## src/rtl/maze_pkg.sv

```systemverilog
// ============================================================================
// maze_pkg : grid geometry, maze bitmaps and start/goal cells for the ROM
// Revision : 1.0
// ============================================================================
`default_nettype none

package maze_pkg;

   localparam int GRID_W    = 20;
   localparam int GRID_H    = 20;
   localparam int MAZE_BITS = GRID_W * GRID_H;

   // Row literals are written with col 19 leftmost, so bit 0 of a row is col 0.
   localparam logic [GRID_W-1:0] ROW_FULL   = 20'b11111111111111111111;
   localparam logic [GRID_W-1:0] ROW_OPEN   = 20'b10000000000000000001;
   localparam logic [GRID_W-1:0] ROW_GAP_R  = 20'b10111111111111111111;
   localparam logic [GRID_W-1:0] ROW_GAP_L  = 20'b11111111111111111101;
   localparam logic [GRID_W-1:0] ROW_GAP_M  = 20'b11111111101111111111;
   localparam logic [GRID_W-1:0] ROW_PILLAR = 20'b10101010101010101011;

   function automatic logic [8:0] cell_idx(input int unsigned row, input int unsigned col);
      return 9'(row * GRID_W + col);
   endfunction

   // Concatenations run from row 19 (MSBs) down to row 0 (LSBs).
   localparam logic [MAZE_BITS-1:0] MAZE_0 = {
      ROW_FULL,  ROW_OPEN, ROW_OPEN,  ROW_GAP_L, ROW_OPEN,
      ROW_GAP_R, ROW_OPEN, ROW_GAP_L, ROW_OPEN,  ROW_GAP_R,
      ROW_OPEN,  ROW_GAP_L, ROW_OPEN, ROW_GAP_R, ROW_OPEN,
      ROW_GAP_L, ROW_OPEN, ROW_GAP_R, ROW_OPEN,  ROW_FULL};
   localparam logic [8:0] MAZE_0_START = cell_idx(1, 1);
   localparam logic [8:0] MAZE_0_END   = cell_idx(18, 18);

   localparam logic [MAZE_BITS-1:0] MAZE_1 = {
      ROW_FULL,  ROW_OPEN, ROW_OPEN,  ROW_GAP_R, ROW_OPEN,
      ROW_GAP_M, ROW_OPEN, ROW_GAP_L, ROW_OPEN,  ROW_GAP_M,
      ROW_OPEN,  ROW_GAP_R, ROW_OPEN, ROW_GAP_M, ROW_OPEN,
      ROW_GAP_L, ROW_OPEN, ROW_GAP_M, ROW_OPEN,  ROW_FULL};
   localparam logic [8:0] MAZE_1_START = cell_idx(1, 18);
   localparam logic [8:0] MAZE_1_END   = cell_idx(18, 1);

   localparam logic [MAZE_BITS-1:0] MAZE_2 = {
      ROW_FULL,  ROW_OPEN, ROW_OPEN,  ROW_OPEN,  ROW_GAP_L,
      ROW_OPEN,  ROW_OPEN, ROW_OPEN,  ROW_OPEN,  ROW_GAP_R,
      ROW_OPEN,  ROW_OPEN, ROW_OPEN,  ROW_OPEN,  ROW_GAP_M,
      ROW_OPEN,  ROW_OPEN, ROW_OPEN,  ROW_OPEN,  ROW_FULL};
   localparam logic [8:0] MAZE_2_START = cell_idx(1, 1);
   localparam logic [8:0] MAZE_2_END   = cell_idx(18, 1);

   localparam logic [MAZE_BITS-1:0] MAZE_3 = {
      ROW_FULL,   ROW_PILLAR, ROW_OPEN,   ROW_PILLAR, ROW_OPEN,
      ROW_PILLAR, ROW_OPEN,   ROW_PILLAR, ROW_OPEN,   ROW_OPEN,
      ROW_OPEN,   ROW_PILLAR, ROW_OPEN,   ROW_PILLAR, ROW_OPEN,
      ROW_PILLAR, ROW_OPEN,   ROW_PILLAR, ROW_OPEN,   ROW_FULL};
   localparam logic [8:0] MAZE_3_START = cell_idx(10, 10);
   localparam logic [8:0] MAZE_3_END   = cell_idx(1, 18);

endpackage

`default_nettype wire

```

## src/rtl/maze_rom.sv

```systemverilog
// ============================================================================
// maze_rom : combinational maze table; entries beyond the fourth reuse layouts
// Revision : 1.0
// ============================================================================
`default_nettype none

module maze_rom
   import maze_pkg::*;
#(
   parameter int NUM_MAZES = 4,
   parameter int POS_W     = 9
) (
   input  logic [7:0]           idx_i,
   output logic [MAZE_BITS-1:0] maze_o,
   output logic [POS_W-1:0]     start_o,
   output logic [POS_W-1:0]     end_o,
   output logic                 in_range_o
);

   always_comb begin
      maze_o  = MAZE_0;
      start_o = POS_W'(MAZE_0_START);
      end_o   = POS_W'(MAZE_0_END);
      case (idx_i[1:0])
         2'd1: begin
            maze_o  = MAZE_1;
            start_o = POS_W'(MAZE_1_START);
            end_o   = POS_W'(MAZE_1_END);
         end
         2'd2: begin
            maze_o  = MAZE_2;
            start_o = POS_W'(MAZE_2_START);
            end_o   = POS_W'(MAZE_2_END);
         end
         2'd3: begin
            maze_o  = MAZE_3;
            start_o = POS_W'(MAZE_3_START);
            end_o   = POS_W'(MAZE_3_END);
         end
         default: ;
      endcase
   end

   assign in_range_o = ({24'd0, idx_i} < 32'(NUM_MAZES));

endmodule

`default_nettype wire

```

## src/rtl/maze_selector.sv

```systemverilog
// ============================================================================
// maze_selector : registers the active maze, loaded from ROM on a send edge
// Config macro  : MAZE_SEL_WRAP_EN (sel taken modulo NUM_MAZES instead of
//                 ignoring out-of-range loads)
// Revision      : 1.0
// ============================================================================
`default_nettype none

module maze_selector
   import maze_pkg::*;
#(
   parameter int NUM_MAZES = 4,
   parameter int POS_W     = 9
) (
   input  logic                 clk,
   input  logic                 rst_n,
   input  logic [7:0]           sel,
   input  logic                 send,
   output logic [MAZE_BITS-1:0] maze,
   output logic [POS_W-1:0]     player_start,
   output logic [POS_W-1:0]     player_end
);

   localparam logic [7:0] C_SEL_MASK = 8'(NUM_MAZES - 1);

   logic                 send_q;
   logic [MAZE_BITS-1:0] maze_q,  maze_d;
   logic [POS_W-1:0]     start_q, start_d;
   logic [POS_W-1:0]     end_q,   end_d;

   logic [7:0]           rom_idx;
   logic [MAZE_BITS-1:0] rom_maze;
   logic [POS_W-1:0]     rom_start;
   logic [POS_W-1:0]     rom_end;
   logic                 rom_in_range;
   logic                 load_pulse;

`ifdef MAZE_SEL_WRAP_EN
   assign rom_idx = sel & C_SEL_MASK;
`else
   assign rom_idx = sel;
`endif

   maze_rom #(
      .NUM_MAZES (NUM_MAZES),
      .POS_W     (POS_W)
   ) u_rom (
      .idx_i      (rom_idx),
      .maze_o     (rom_maze),
      .start_o    (rom_start),
      .end_o      (rom_end),
      .in_range_o (rom_in_range)
   );

   assign load_pulse = send & ~send_q;

   // An out-of-range edge is still consumed: send_q tracks send regardless.
   always_comb begin
      maze_d  = maze_q;
      start_d = start_q;
      end_d   = end_q;
      if (load_pulse && rom_in_range) begin
         maze_d  = rom_maze;
         start_d = rom_start;
         end_d   = rom_end;
      end
   end

   always_ff @(posedge clk) begin
      if (!rst_n) begin
         send_q  <= 1'b0;
         maze_q  <= MAZE_0;
         start_q <= POS_W'(MAZE_0_START);
         end_q   <= POS_W'(MAZE_0_END);
      end else begin
         send_q  <= send;
         maze_q  <= maze_d;
         start_q <= start_d;
         end_q   <= end_d;
      end
   end

   assign maze         = maze_q;
   assign player_start = start_q;
   assign player_end   = end_q;

endmodule

`default_nettype wire

```

## config.mk

```make
export PLATFORM = sky130hd
export DESIGN_NAME = maze_selector
export DESIGN_NICKNAME = d
export VERILOG_FILES = /design/src/rtl/maze_pkg.sv /design/src/rtl/maze_rom.sv /design/src/rtl/maze_selector.sv
export SDC_FILE = /design/constraint.sdc
export NUM_CORES = 1
export LEC_CHECK = 0
export ABC_AREA = 1
export ABC_CLOCK_PERIOD_IN_PS = 1600
export BUFFER_PORTS_ARGS = -buffer_cell sky130_fd_sc_hd__buf_4
export CAP_MARGIN = 20
export CORE_ASPECT_RATIO = 1.2
export CORE_MARGIN = 2
export CORE_UTILIZATION = 45
export DETAILED_ROUTE_END_ITERATION = 8
export GPL_ROUTABILITY_DRIVEN = 0
export PLACE_DENSITY_LB_ADDON = 0.25
export SYNTH_ARGS = -nofsm -noshare
export SYNTH_HDL_FRONTEND = slang
export SYNTH_HIERARCHICAL = 1
export SYNTH_SLANG_ARGS = --single-unit
```

## constraint.sdc

```tcl
create_clock -name clk -period 1.6 [get_ports clk]
set_clock_uncertainty 0.15 [all_clocks]
set_input_delay 0.08 -clock clk [delete_from_list [all_inputs] [get_ports clk]]
set_output_delay 0.08 -clock clk [all_outputs]
set_load 0.005 [all_outputs]
```

==> metrics.csv <==
stage,metric,value,unit
outcome,status,"complete, but fails checks",
outcome,violations,hold timing,
global_route,grt_pass1_vias,13400,
setup_path,end_kind,flop,
detailed_routing,finalWirelength,43200,microns
detailed_routing,wire_per_inst,12.6,microns
floorplanning,die_area,43400,sq um
floorplanning,coreArea,40900,sq um
timing,relSlewSlack,60.7,%
timing,period_share,96.1,%
setup_path,critPathBufInv,4,
hold_path,whs_path_depth,3,
placed_design,dp_hpwl,29700,microns
setup_path,crit_family,buffers and inverters,
hold_path,hold_path.class,input pin to flop,
logic_synthesis,synthDistinctLibCells,15,
setup_path,reg2regPathDepth,7,
floorplanning,ios,429,
global_route,grtUsageTotal,19.4,%
timing,setup_viol,0,
global_route,antenna_found_initial,0,
timing,finalHoldViolations,22,
clocking,cts-buffers-inserted,43,
final_layout,fin_nets,2885,
power_and_ir_drop,ir_drop,0.000684,V
logic_synthesis,yosys_warnings,6,
clocking,cts_tree,yes,
final_layout,num_antenna_cells,0,
clocking,cts_buffer_depth,3,
logic_synthesis,synth_flop_cell,dfxtp_1,
detailed_routing,dr.first_iter.drc_count,705,
setup_path,cp-start-kind,input pin,
setup_path,critPathArrivalTime,1.80,ns
setup_path,crit_type,input pin to flop,
timing,rsz0062_at_grt,false,
setup_path,r2r_end,maze[274],
power_and_ir_drop,powerDensity,966,nW/um^2
clocking,clk_pin_slew_worst_paths,0.06,ns
clocking,numClockSinks,419,
setup_path,reg2reg_from,send_q,
floorplanning,die_h,228,microns
detailed_routing,viasPerCell,4.25,
detailed_routing,vias,14600,
detailed_routing,ant_nets,0,
final_layout,syn_to_final_growth,18.5,%
setup_path,crit_required,1.86,ns
clocking,hold_buffers,11,
placed_design,dpl_cell_area,20700,sq um
logic_synthesis,yosysMostFrequentCell,nand2_1,
floorplanning,rows,81,
timing,drv_slew,0,
logic_synthesis,synth-edff-count,0,
hold_path,hold_end,maze[56],
floorplanning,dieWidth,190,microns
final_layout,fin_area,22200,sq um
logic_synthesis,synth_top_area_share,44.7,%
logic_synthesis,ys_ff_latch,419,
timing,worst_pin_slew,0.590,ns
clocking,htreeDepth,2,
detailed_routing,route.detailed.drc,0,
setup_path,regToRegSetupSlack,0.15,ns
floorplanning,start_util,45.9,%
timing,min_period,1.54,ns
timing,fmax,651,MHz
global_route,grt_max_degree,76,
run,cap_violations,0,
setup_path,cp_cell_sequence,dlygate4sd3_1 > buf_4 > inv_1 > ha_1 > or2_2 > buf_12 > nand2_1 > nand3_1,
detailed_routing,drtPass1Iterations,5,
power_and_ir_drop,p_leak,12.3,nW
logic_synthesis,seq_area_frac_synth,44.7,%
logic_synthesis,synthCells,2641,
logic_synthesis,avgSynthCellArea,7.11,sq um
logic_synthesis,yosys.area.top_type,dfxtp_1,
setup_path,crit_fanout,55,
clocking,root_buffer,clkbuf_16,
placed_design,portBuffers,428,
logic_synthesis,async_flop_share,0,%
timing,holdWs,-0.150,ns
global_route,grt_pass1_wl,69100,microns
logic_synthesis,syn_area,18800,sq um
global_route,grt-ovfl-total,0,
setup_path,worst_path_max_delay_cell,dlygate4sd3_1,
final_layout,drive_gt1_share,19.7,%
setup_path,slowest_delay,0.55,ns
logic_synthesis,ys_top_cells_by_area,"dfxtp_1, buf_4, nand2_1",
clocking,clkLatencyLatePin,0.53,ns
logic_synthesis,synth_top_cells_by_count,"nand2_1, buf_4, dfxtp_1",
hold_path,min_from,rst_n,
layer usage:
layer | vias to the layer above | GRT usage (%) | wire (microns)
met3 | 105 | 5.27 | 3070
met4 | 0 | 9.79 | 2210
met1 | 6434 | 22.6 | 17700
met2 | 374 | 32.7 | 20200
li1 | 7705 | - | -
met5 | - | 0 | 0
registers in the layout, summed over array words and instances (netlist names):
name          cells
maze            400
player_end        9
player_start      9
send_q            1
cells by family (layout without fill, tap and decap cells):
| family | after synthesis | after routing | share of synthesized area (%) |
|---|---|---|---|
| flip-flops | 419 | 419 | 44.7 |
| adder cells (fa/ha/maj) | 7 | 7 | 0.467 |
| other | 2 | 217 | 0.0400 |
| AND/OR/NAND/NOR | 1464 | 1464 | 30.8 |
| buffers and inverters | 749 | 793 | 24.0 |
repair_timing:
action | CTS | global route
gates resized for setup | 1 | 2
gates cloned | 0 | 0
hold endpoints to repair | 351 | 22
buffers inserted | 0 | 0
setup endpoints to repair | 8 | 35
worst max path at each step:
| stage | from | endpoint | slack, ns | depth (start not counted) |
|---|---|---|---|---|
| 2_1_floorplan | sel[0] | maze[121] | -0.005 | 6 |
| 5_1_grt | send_q | maze[188] | 0.02 | 6 |
| 6_report | sel[1] | maze[332] | 0.06 | 8 |
| 3_5_place_dp | sel[2] | maze[279] | -0.12 | 9 |
| 4_1_cts | send_q | maze[143] | 0.02 | 6 |
| 3_3_place_gp | sel[2] | maze[261] | -0.08 | 8 |
worst reg2reg max path: stages, from the launching register on:
cell	delay [ns]
dfxtp_1	0.38
inv_2	0.06
nand3_4	0.09
buf_12	0.24
buf_12	0.24
nand2_1	0.08
nand2_1	0.06
nor2_1	0.04
report_power, final:
group	internal, mW	total, mW	leakage [nW]	switching (mW)
clock	6.13	10.2	0.715	4.06
combinational	0.267	0.773	8.20	0.506
sequential	10.5	10.5	3.39	0.0364
total	16.9	21.5	12.3	4.61
metrics by stage:
| stage | worst slack [ns] | power, mW | cells | setup TNS, ns | util, % |
|---|---|---|---|---|---|
| 2_1_floorplan | -0.00464 | 11.9 | 2856 | -0.269 | - |
| 3_3_place_gp | -0.0812 | 11.5 | 3350 | -12.82 | 50.5 |
| 3_5_place_dp | -0.115 | 11.5 | 3350 | -25.25 | 50.5 |
| 4_1_cts | 0.0173 | 21.8 | 3439 | 0 | 54.3 |
| 5_1_grt | 0.0159 | 22.3 | 3439 | 0 | 54.3 |
| 6_report | 0.0631 | 21.5 | 3439 | 0 | 54.3 |
cell type report:
type / count / area, sq um
Fill cell: 3873 / 18700
Sequential cell: 419 / 8390
Multi-Input combinational cell: 1688 / 6700
Timing Repair Buffer: 509 / 4260
Clock buffer: 64 / 1270
Inverter: 206 / 777
Tap cell: 539 / 674
Clock inverter: 14 / 174
layout by cell type (no fill, tap or decap):
cell / n
or2_2: 2
nor2_1: 399
inv_2: 1
nand3_1: 221
buf_4: 465
nor2_4: 1
clkbuf_1: 12
clkinv_2: 9
dlygate4sd3_1: 9
conb_1: 217
ha_1: 7
clkinvlp_4: 1
clkbuf_8: 8
inv_1: 204
or2_1: 1
buf_12: 32
buf_6: 1
buf_8: 1
bufinv_16: 4
nand3_4: 1
clkbuf_16: 45
clkinv_4: 1
nand2_1: 839
dfxtp_1: 419
Note: power is estimated with default switching activity, not from simulation.
